<file path="config.mk">
export PLATFORM = sky130hd
export DESIGN_NAME = game_sequencer
export DESIGN_NICKNAME = d
export VERILOG_FILES = /design/src/rtl/game_pkg.sv /design/src/rtl/bcd_counter4.sv /design/src/rtl/game_sequencer.sv
export SDC_FILE = /design/constraint.sdc
export NUM_CORES = 1
export LEC_CHECK = 0
export ABC_AREA = 1
export CORE_MARGIN = 1.5
export CORE_UTILIZATION = 56
export DETAILED_ROUTE_END_ITERATION = 12
export PLACE_DENSITY = 0.88
export RECOVER_POWER = 50
export SKIP_LAST_GASP = 1
export SLEW_MARGIN = 10
export SYNTH_ARGS = -nofsm -noshare
export SYNTH_HDL_FRONTEND = slang
export SYNTH_SLANG_ARGS = --single-unit
</file>
<file path="constraint.sdc">
create_clock -name clk -period 5.72 [get_ports clk]
set_input_delay 0.858 -clock clk [delete_from_list [all_inputs] [get_ports clk]]
set_output_delay 0.858 -clock clk [all_outputs]
set_load 0.01 [all_outputs]
</file>
<file path="src/rtl/game_pkg.sv">
// Shared types and constants for the game sequencer: state encodings,
// colour constants and default gameplay tuning.
package game_pkg;

  typedef enum logic [1:0] {
    IDLE = 2'd0,
    PLAY = 2'd1,
    HIT  = 2'd2,
    OVER = 2'd3
  } state_t;

  localparam logic [11:0] COL_BLACK = 12'h000;
  localparam logic [11:0] COL_FLASH = 12'hFF0;
  localparam logic [11:0] COL_OVER  = 12'hF00;

  localparam int DEF_HIT_RADIUS      = 10;
  localparam int DEF_MAX_HITS        = 5;
  localparam int DEF_COOLDOWN_FRAMES = 60;

endpackage

</file>
<file path="src/rtl/bcd_counter4.sv">
// Four-digit BCD up-counter with synchronous clear, saturating at 9999.
module bcd_counter4 (
  input  logic        clk,
  input  logic        rst_n,
  input  logic        clr,
  input  logic        inc,
  output logic [15:0] value
);

  logic [15:0] r_val;
  logic [15:0] w_next;
  logic        w_carry;

  // Ripple the increment upward through the digits; hold once all are 9.
  always_comb begin
    w_next  = r_val;
    w_carry = 1'b1;
    if (r_val != 16'h9999) begin
      for (int i = 0; i < 4; i++) begin
        if (w_carry) begin
          if (r_val[i*4 +: 4] == 4'd9) begin
            w_next[i*4 +: 4] = 4'd0;
          end else begin
            w_next[i*4 +: 4] = r_val[i*4 +: 4] + 4'd1;
            w_carry          = 1'b0;
          end
        end
      end
    end
  end

  always_ff @(posedge clk or negedge rst_n) begin
    if (!rst_n) begin
      r_val <= 16'h0000;
    end else if (clr) begin
      r_val <= 16'h0000;
    end else if (inc) begin
      r_val <= w_next;
    end
  end

  assign value = r_val;

endmodule

</file>
<file path="src/rtl/game_sequencer.sv">
// Round controller: sequences idle/play/hit/over, checks sprite overlap once
// per frame, counts hits, keeps a BCD survival score and arbitrates the pixel.
module game_sequencer
  import game_pkg::*;
#(
  parameter int          HIT_RADIUS      = DEF_HIT_RADIUS,
  parameter int          MAX_HITS        = DEF_MAX_HITS,
  parameter int          COOLDOWN_FRAMES = DEF_COOLDOWN_FRAMES,
  parameter logic [11:0] FLASH_COLOR     = COL_FLASH,
  parameter logic [11:0] OVER_COLOR      = COL_OVER
) (
  input  logic        clk,
  input  logic        rst_n,
  input  logic        frame_tick,
  input  logic        start,
  input  logic        bright,
  input  logic [9:0]  xpos1,
  input  logic [9:0]  ypos1,
  input  logic [9:0]  xpos2,
  input  logic [9:0]  ypos2,
  input  logic [11:0] rgb1,
  input  logic [11:0] rgb2,
  input  logic [11:0] bg2,
  output logic        move_en,
  output logic        collision,
  output logic [2:0]  hits,
  output logic [15:0] score_bcd,
  output logic [11:0] pix_out,
  output logic [1:0]  state_o
);

  localparam int       CD_W     = $clog2(COOLDOWN_FRAMES + 1);
  localparam logic [2:0] LAST_HIT = 3'(MAX_HITS - 1);

  state_t          r_state;
  state_t          w_state_nxt;
  logic [2:0]      r_hits;
  logic [CD_W-1:0] r_cooldown;
  logic            r_flash;
  logic            r_collision;
  logic [11:0]     r_pix;
  logic            w_overlap;
  logic            w_hit_evt;
  logic            w_clr;
  logic            w_inc;

  // Absolute differences are formed in 11 bits by subtracting the smaller
  // coordinate from the larger, so no operand ordering can wrap.
  function automatic logic f_overlap(input logic [9:0] ax, input logic [9:0] ay,
                                     input logic [9:0] bx, input logic [9:0] by);
    logic [10:0] dx;
    logic [10:0] dy;
    dx = (ax >= bx) ? ({1'b0, ax} - {1'b0, bx}) : ({1'b0, bx} - {1'b0, ax});
    dy = (ay >= by) ? ({1'b0, ay} - {1'b0, by}) : ({1'b0, by} - {1'b0, ay});
    return (dx <= 11'(HIT_RADIUS)) && (dy <= 11'(HIT_RADIUS));
  endfunction

  assign w_overlap = f_overlap(xpos1, ypos1, xpos2, ypos2);

  always_comb begin
    w_state_nxt = r_state;
    w_hit_evt   = 1'b0;
    w_clr       = 1'b0;
    w_inc       = 1'b0;
    case (r_state)
      IDLE, OVER: begin
        if (start) begin
          w_state_nxt = PLAY;
          w_clr       = 1'b1;
        end
      end
      PLAY: begin
        if (frame_tick) begin
          w_inc = 1'b1;
          if (w_overlap) begin
            w_hit_evt   = 1'b1;
            w_state_nxt = (r_hits == LAST_HIT) ? OVER : HIT;
          end
        end
      end
      HIT: begin
        if (frame_tick) begin
          w_inc = 1'b1;
          if (r_cooldown == CD_W'(1)) w_state_nxt = PLAY;
        end
      end
      default: w_state_nxt = IDLE;
    endcase
  end

  always_ff @(posedge clk or negedge rst_n) begin
    if (!rst_n) begin
      r_state     <= IDLE;
      r_hits      <= 3'd0;
      r_cooldown  <= '0;
      r_flash     <= 1'b0;
      r_collision <= 1'b0;
    end else begin
      r_state     <= w_state_nxt;
      r_collision <= w_hit_evt;
      if (w_clr) begin
        r_hits     <= 3'd0;
        r_cooldown <= '0;
        r_flash    <= 1'b0;
      end else if (w_hit_evt) begin
        r_hits <= r_hits + 3'd1;
        if (w_state_nxt == HIT) begin
          r_cooldown <= CD_W'(COOLDOWN_FRAMES);
          r_flash    <= 1'b1;
        end
      end else if ((r_state == HIT) && frame_tick) begin
        r_cooldown <= r_cooldown - CD_W'(1);
        // Leave the flash off when the cooldown expires.
        r_flash    <= (r_cooldown == CD_W'(1)) ? 1'b0 : ~r_flash;
      end
    end
  end

  // Pixel arbitration uses the registered state, giving one cycle of latency.
  always_ff @(posedge clk or negedge rst_n) begin
    if (!rst_n) begin
      r_pix <= COL_BLACK;
    end else if (!bright) begin
      r_pix <= COL_BLACK;
    end else if (r_state == OVER) begin
      r_pix <= OVER_COLOR;
    end else if ((r_state == HIT) && r_flash) begin
      r_pix <= FLASH_COLOR;
    end else if (rgb2 != bg2) begin
      r_pix <= rgb2;
    end else begin
      r_pix <= rgb1;
    end
  end

  bcd_counter4 u_score (
    .clk   (clk),
    .rst_n (rst_n),
    .clr   (w_clr),
    .inc   (w_inc),
    .value (score_bcd)
  );

  assign move_en   = (r_state == PLAY) || (r_state == HIT);
  assign collision = r_collision;
  assign hits      = r_hits;
  assign pix_out   = r_pix;
  assign state_o   = r_state;

endmodule
</file>
==> metrics <==
Critical Path AT 3.95 ns; count leader, synth nand2_1; Flop pwr share 0.278; first-pass GRT wire length 19.7 mm; syn_nets 972; top cell type's share of synthesized area 0.199; vias in the first global route 4728; Root Buffer clkbuf_8; most frequent cells after synthesis nand2_1 (260), inv_1 (157), nand3_1 (74), nor2_1 (63), ha_1 (55); startpoint types input pin; Int Pwr 889 uW; Post-synth ARST share 1.00; FP Rows 34; clock share of power 0.116; status finished, violations left; Syn Area/Cell 6.18 sq um; vias per std cell 5.09; final net count 1083; Initial Util 0.584; drt drc 4; Critical Path RT 5.90 ns; post-synthesis sequential area ratio 0.199; slew margin rel. -0.376; Post-CTS Resized 0; Post-DRT Antenna Nets 0; Clock Sinks 41; final wirelength 11.8 mm; Worst Tran Pin Value 2.06 ns; final non-filler cell total 1051; core area 8810 sq um; PwrDens 250 nW/um^2; number of synthesized register bits 41; # diodes 0; CP Max Fanout 12; DPL Wire Length 9.91 mm; HP Start hits[2]; initial antenna violation count 0; CP startpoint ypos1[2]; CP Class input pin to flip-flop; DIE WIDTH 98.8 um; Leak 0.00359 uW; max-slew violation count 42; vias 5354; largest cells by area after synthesis dfrtp_1 (20%), nand2_1 (19%), ha_1 (13%); Tmin final 3.77 ns; Mapped Cells 832; RSZ-0062 raised after global routing no; IO buf count 115; htree depth 2; I/O pins 116; slowest stage delay, CP 0.48 ns; Final Wtd Congestion 0.916; worst path cell trace clkdlybuf4s50_1, inv_1, ha_1, nand2_1, nand2_1, inv_1, nand2_1, nand2_1, nand2_1, nand2_1, nand2_2, inv_2, nand2_1, o21ai_0, nor2_1, nand2_1, nor2_1, nand4_1, a21oi_2, nand3_2, nand2_4, nand2_4, nand2_1, nand2_1; Max-Cap Viols 1; Clock Skews 0.00517 ns; Synth area leader dfrtp_1; Hold WC Path Type flip-flop to flip-flop; Iter 0 DRT Violations 193; top_reg_cell synth dfrtp_1; hold bufs inserted after CTS 0; most used cell, CP nand2_1; CTS Buf Count 5; Final TNS setup 0 ns; Peak VDD IR 158 uV; Avg WL per Cell 11.2 um; Netlist cell types 39; Comb power frac 0.607; DP Cell Count 1044; overall global routing resource usage 0.239; Worst-Skew Late Latency 0.29 ns; worst r2r src state_o[0]; Final period util 0.659; Longest Clk Path Bufs 2; CTS tree yes; Finish-stage setup viols 0; GR Overflow Total 0; violated checks design-rule violations, max-capacitance violations, max-slew violations; Slowest-stage cell, CP clkdlybuf4s50_1; clk slew on worst S/H paths 0.07 ns; Setup Buffers After CTS 0; Synth Cell Area 5140 sq um; die height 98.8 um; largest net degree at the start of global routing 42; first drt pass iteration count 9; fmax 265 MHz; CP Capture Type flip-flop; Area growth syn-to-layout 25.0%; EDFF count, synth 0; Warnings, synthesis 0; Net Switching 717 uW; final hold vios 0; Die Footprint 9770 sq um; share of layout cells above drive strength 1 0.0424; Sw Share 0.447
-- kinds of logic (layout without fill, tap and decap cells) --
family                     count (synthesis)  in the layout  share of synthesized area
AOI/OAI and AO/OA                         78             78                     0.0866
xor gates and xnor gates                  30             30                     0.0511
adders and majority gates                 59             59                      0.149
buffers and inverters                    174            285                      0.134
DFF                                       41             41                      0.199
muxes                                      1              1                    0.00195
and+or+nand+nor                          449            449                      0.377
-- per-stage QoR --
step / total power (uW) / cell area [sq um] / worst slack, ns / hold WS [ns] / util
floorplan: 1090 / 5140 / 2.58 / 0.464 / -
global placement: 1400 / 6350 / 1.76 / 0.490 / 0.721
detailed placement: 1420 / 6350 / 1.67 / 0.497 / 0.721
CTS: 1610 / 6430 / 1.96 / 0.505 / 0.730
global route: 1760 / 6430 / 1.63 / 0.522 / 0.730
finish: 1610 / 6430 / 1.95 / 0.507 / 0.730
-- metal layers --
| metal | track usage | vias to the layer above | wire length [um] |
|---|---|---|---|
| li1 | - | 2794 | - |
| met1 | 0.309 | 2378 | 5320 |
| met2 | 0.425 | 167 | 5590 |
| met3 | 0.0383 | 15 | 711 |
| met4 | 0.0407 | 0 | 133 |
| met5 | 0 | - | 0 |
-- flip-flops by register name, indices dropped and copies added, names as in the netlist --
register / flops
collision: 1
hits: 3
pix_out: 12
r_cooldown: 6
r_flash: 1
state_o: 2
u_score.value: 16
-- layout make-up --
type,count,area [sq um]
clock buffer,7,86.3
fill,742,2370
inverter,163,612
multi-input combinational,617,3430
sequential,41,1030
tap,108,135
timing repair buffer,115,1140
-- worst paths after layout --
check                           depth (start not counted)                end  slack (ns)
worst max-delay path                                   24      r_cooldown[4]        1.95
worst min-delay path                                    1            hits[2]        0.51
worst max register to register                         10  u_score.value[15]        3.34
worst min register to register                          1            hits[2]        0.51
max in group asynchronous                               1         pix_out[7]        3.38
min in group asynchronous                               1  u_score.value[15]        1.15
-- layout by cell type, fill, tap and decap left out, types with 2 or more instances in the layout --
master / count
ha_1: 55
o21bai_1: 8
dlygate4sd3_1: 14
xor2_1: 18
nor3_1: 4
inv_2: 5
nor2_1: 63
clkbuf_1: 2
fa_1: 4
o21ai_0: 22
nand3_1: 74
and3_1: 2
dfrtp_1: 41
clkdlybuf4s50_1: 100
inv_1: 157
nor4_1: 2
nand2_1: 260
o211ai_1: 2
nand3_2: 3
nand2_4: 3
nand4_1: 9
a21oi_1: 34
nor2_2: 6
o22ai_1: 7
clkbuf_8: 6
a21oi_2: 2
xnor2_1: 12
nand2_2: 12
nand3b_1: 6
-- power groups by stage --
stage | logic (uW) | clock network (uW) | registers [uW]
floorplan | 623 | 0 | 465
global placement | 954 | 0 | 451
detailed placement | 969 | 0 | 453
CTS | 976 | 187 | 447
global route | 1090 | 201 | 460
finish | 975 | 186 | 446
-- critical path: cells and delay by family --
kind / cells / cell delay, ns
simple gates: 17 / 1.66
buf+inv: 4 / 0.68
fa+ha+maj: 1 / 0.46
compound gates: 2 / 0.28
Power figures use the tool's default switching activity.
